`src/rtl/tia_htiming_param.sv`:
```
// Horizontal timing for the TIA successor: binary line counter, blank/sync/burst decode,
// WSYNC stall, VSYNC/VBLANK latches. Define TIA_HTIMING_HMOVE_CLK_EN for the HMOVE motion pulse.
module tia_htiming_param #(
    parameter int LINE_CLKS   = 228,
    parameter int HBLANK_END  = 68,
    parameter int HMOVE_EXT   = 8,
    parameter int HSYNC_START = 20,
    parameter int HSYNC_END   = 36,
    parameter int CB_START    = 40,
    parameter int CB_END      = 56,
    parameter int CNT_W       = 8
) (
    input  logic             clk,
    input  logic             reset,
    input  logic             wsyn,
    input  logic             hmove,
    input  logic             rsync,
    input  logic             vsyn,
    input  logic             vblk,
    input  logic             d1,
    output logic [CNT_W-1:0] hcount,
    output logic             line_start,
    output logic             hblank,
    output logic             sec,
    output logic             vs,
    output logic             vb,
    output logic             vb_bar,
    output logic             blank,
    output logic             syn,
    output logic             cb,
    output logic             rdy,
    output logic             motck,
    output logic             hmc_pulse
);

    if ((64'd1 << CNT_W) < 64'(LINE_CLKS)) begin : g_cnt_w_check
        $error("CNT_W too narrow for LINE_CLKS");
    end

    logic             stall, hs, cb_win;
    logic             wrap, restart, sec_next, stall_next, hblank_next;
    logic [CNT_W-1:0] hcount_next;

    always_comb begin
        wrap        = (hcount == CNT_W'(LINE_CLKS - 1));
        restart     = wrap | rsync;
        hcount_next = restart ? '0 : hcount + 1'b1;
        sec_next    = hmove | (sec & ~restart);
        stall_next  = wsyn | (stall & ~restart);
        // The extension only prolongs a blank still in progress; once visible, stay visible.
        hblank_next = (hcount_next < CNT_W'(HBLANK_END)) |
                      (hblank & sec_next & (hcount_next < CNT_W'(HBLANK_END + HMOVE_EXT)));
    end

    always_ff @(posedge clk or posedge reset) begin
        if (reset) begin
            hcount     <= '0;
            line_start <= 1'b1;
            hblank     <= 1'b1;
            hs         <= 1'b0;
            cb_win     <= 1'b0;
            sec        <= 1'b0;
            stall      <= 1'b0;
            vs         <= 1'b0;
            vb         <= 1'b0;
        end else begin
            hcount     <= hcount_next;
            line_start <= (hcount_next == '0);
            hblank     <= hblank_next;
            hs         <= (hcount_next >= CNT_W'(HSYNC_START)) && (hcount_next < CNT_W'(HSYNC_END));
            cb_win     <= (hcount_next >= CNT_W'(CB_START)) && (hcount_next < CNT_W'(CB_END));
            sec        <= sec_next;
            stall      <= stall_next;
            if (vsyn) vs <= d1;
            if (vblk) vb <= d1;
        end
    end

    assign vb_bar = ~vb;
    assign blank  = hblank | vb;
    assign syn    = ~(vs ^ hs);
    assign cb     = ~vs & cb_win;
    assign rdy    = ~stall;
    assign motck  = ~hblank;

`ifdef TIA_HTIMING_HMOVE_CLK_EN
    logic [3:0] hmc;

    assign hmc_pulse = (hmc != 4'd0) & hblank & (hcount[1:0] == 2'b11);

    always_ff @(posedge clk or posedge reset) begin
        if (reset) begin
            hmc <= 4'd0;
        end else if ((line_start & sec) | (hmove & hblank)) begin
            hmc <= 4'd15;
        end else if (hmc_pulse) begin
            hmc <= hmc - 4'd1;
        end
    end
`else
    assign hmc_pulse = 1'b0;
`endif

endmodule

```
`config.mk`:
```
export PLATFORM = sky130hd
export DESIGN_NAME = tia_htiming_param
export DESIGN_NICKNAME = d
export VERILOG_FILES = /design/src/rtl/tia_htiming_param.sv
export SDC_FILE = /design/constraint.sdc
export NUM_CORES = 1
export LEC_CHECK = 0
export ABC_AREA = 1
export CAP_MARGIN = 0
export CORE_ASPECT_RATIO = 1.5
export CORE_UTILIZATION = 40
export CTS_CLUSTER_DIAMETER = 60
export DETAILED_ROUTE_END_ITERATION = 16
export PLACE_DENSITY = 0.74
export SYNTH_ARGS = -nofsm -noshare
export SYNTH_HDL_FRONTEND = slang
export SYNTH_SLANG_ARGS = --single-unit
```
`constraint.sdc`:
```
create_clock -name clk -period 1.75 [get_ports clk]
set_clock_uncertainty 0.2 [all_clocks]
set_input_delay 0.175 -clock clk [delete_from_list [all_inputs] [get_ports clk]]
set_output_delay 0.175 -clock clk [all_outputs]
set_load 0.01 [all_outputs]
```
==> summary.md <==
| Metric | Value |
|---|---|
| Failing checks | negative setup slack |
| Vias per cell | 5.00 |
| Drc violations | 0 |
| Global routing's busiest layer | met2 |
| Arr. time, crit path | 1.82 ns |
| Routed WL per cell | 13.6 microns |
| Leakage Power | 0.684 nW |
| H-tree Lvls | 1 |
| Worst Setup Slack, final | -0.0292 ns |
| Total power | 0.806 mW |
| Area grow syn2layout | 58.1% |
| I/O Pins | 28 |
| DR iter-0 viols | 19 |
| Worst vdd ir | 619 uV |
| Synth Cell Area | 872 sq um |
| #FFs+latches synth | 16 |
| CP required | 1.79 ns |
| Wire length of the first global-routing pass | 3.30 mm |
| Period utilization | 102% |
| Vias in the first global route | 776 |
| Largest net degree at the start of global routing | 17 |
| Sequential fraction of the synthesis area | 46.2% |
| Max Cap Violations | 0 |
| Initial Util | 42.5% |
| CTS Sinks | 16 |
| CP max FO | 5 |
| # rows | 20 |
| Clock Path Buffers | 2 |
| Yosys warnings | 0 |
| Final Hold Viols | 0 |
| Met3 GRT Util | 3.01% |
| CTS root buf | clkbuf_4 |
| CTS Buf Count | 3 |
| Core area | 2050 sq um |
| # diodes | 0 |
| Setup-failing EPs final | 3 |
| Crit path kind | flip-flop to flip-flop |
| Final ANT Viol Nets | 0 |
| Status | finished with violations |
| Slew Limit Fails | 0 |
| HPWL after DPL | 1.56 mm |
| CTS tree | done |
| Routed Wire Length | 2.27 mm |
| Syn Nets | 116 |
| Port Buffer Count | 26 |
| Synth Instances | 106 |
| Hold Path Class | primary input to flip-flop |
| Nets | 156 |
| PwrDens | 584 nW/um^2 |
| Cell variety after synth | 27 |
| GRT Overall Usage | 20.7% |
| Drt pass-1 iters | 4 |
| Mean Syn Cell Area | 8.23 sq um |
| Type of origin of the critical path | flip-flop |
| Die Y | 59.2 microns |
| Post-placement setup slack | -0.0546 ns |
| Filler instances | 154 |
| Vias post-DR | 835 |
| Met2 Resource Use GR | 34.3% |
| Worst skew pair latency | 0.29 ns |
| Max Fclk | 0.562 GHz |
| Placer Congestion | 0.905 |
| Worst-path clk slew | 0.09 ns |
| Die width | 40.1 microns |
| RSZ-0062 raised after global routing | true |
| Hold Slack | 0.230 ns |
| Layout cells sized above 1 | 31.0% |
| Post-layout min period | 1.78 ns |
| Die area | 2370 sq um |
| CP Capture Type | flip-flop |
| Met1 Usage GRT | 24.6% |
| Initial antenna violation count | 0 |
| GRT overflow | 0 |
metrics by stage:
step           TNS [ns]  util (%)  std cells  instance area [sq um]
6_report        -0.0793      67.2        167                   1380
2_1_floorplan         0         -        106                    872
3_3_place_gp          0      58.0        158                   1190
4_1_cts               0      61.5        165                   1260
3_5_place_dp     -0.142      58.0        158                   1190
5_1_grt          -0.313      67.2        167                   1380
cell usage after synthesis (all sizes together):
cell | count | share of area [%]
a21oi | 5 | 3.3
buf | 1 | 0.86
conb | 1 | 0.43
dfrtp | 14 | 40
dfstp | 2 | 6.0
ha | 2 | 2.9
inv | 22 | 9.5
mux2 | 1 | 1.3
nand2 | 21 | 10
nand3 | 8 | 6.3
nand4 | 4 | 2.9
nor2 | 14 | 7.5
nor3 | 3 | 2.3
o21ai | 4 | 2.7
o21bai | 1 | 0.86
o31ai | 1 | 0.86
xnor2 | 1 | 1.0
xor2 | 1 | 1.0
flip-flops by register name (all words and copies together), names as in the netlist:
name        flops
hcount          8
cb_win          1
hblank          1
hs              1
line_start      1
sec             1
stall           1
vb              1
vs              1
layer usage:
| layer | wire length [microns] | part of all wire (%) | vias up |
|---|---|---|---|
| li1 | - | - | 406 |
| met4 | 42 | 1.9 | 0 |
| met5 | 0 | 0 | - |
| met2 | 1260 | 56 | 22 |
| met1 | 880 | 39 | 402 |
| met3 | 78 | 3.4 | 5 |
kinds of logic after synthesis:
logic type | Yosys count | share of synthesized area, %
muxes | 1 | 1.29
xor gates and xnor gates | 2 | 2.01
DFF | 16 | 46.2
AOI/OAI and AO/OA | 11 | 7.75
and+or+nand+nor | 50 | 29.1
buffers and inverters | 23 | 10.3
other | 1 | 0.430
adders and majority gates | 2 | 2.87
cell usage in the layout, fill, tap and decap left out, drive strengths merged:
master          n
conb            1
dlygate4sd3     1
inv            22
nor3            3
dfstp           2
dlymetal6s2s    3
buf             9
clkbuf          4
nor2           14
dlygate4sd2     4
nand3           8
xnor2           1
dfrtp          14
nand2          21
o31ai           1
ha              2
clkdlybuf4s50  19
nand4           4
xor2            1
o21ai           4
a21oi           5
o21bai          1
mux2            1
power by group:
part	switching (mW)	internal (mW)
clock network	0.114	0.127
registers	0.0146	0.387
logic	0.0775	0.0859
total	0.206	0.600
path summary, 6_finish.rpt:
path                       slack, ns  depth (start not counted)        end       from
setup / recovery               -0.03                         11     hblank  hcount[1]
hold / removal                  0.23                          3        sec      hmove
setup reg to reg               -0.03                         11     hblank  hcount[1]
hold reg to reg                 0.33                          2      stall      stall
max in group asynchronous       0.56                          4     hblank      reset
min in group asynchronous       0.55                          4  hcount[0]      reset
what timing repair did:
| item | in CTS | in global routing |
|---|---|---|
| setup endpoints to repair | 8 | 8 |
| gates resized for setup | 9 | 25 |
| pin swaps | 0 | 10 |
| hold buffers | 1 | 0 |
| hold endpoints to repair | 7 | 0 |
| setup buffers | 2 | 2 |
worst max-delay path: stages, from the launching register on:
cell and delay (ns):
dfrtp_1 0.42, ha_2 0.25, nand2_2 0.08, nor2_4 0.16
nand2_4 0.09, nand2_4 0.13, nor2_4 0.07, inv_2 0.09
nand3_4 0.09, nand3_2 0.07, nand2_1 0.05, inv_1 0.04
final cells by class:
type	instances	area, sq um	area share, %
clock buffer	4	36.3	2.63
inverter	22	82.6	5.99
multi-input combinational	67	480	34.8
sequential	16	404	29.3
tap	22	27.5	2.00
timing repair buffer	36	348	25.2
Note: power is estimated with default switching activity, not from simulation.
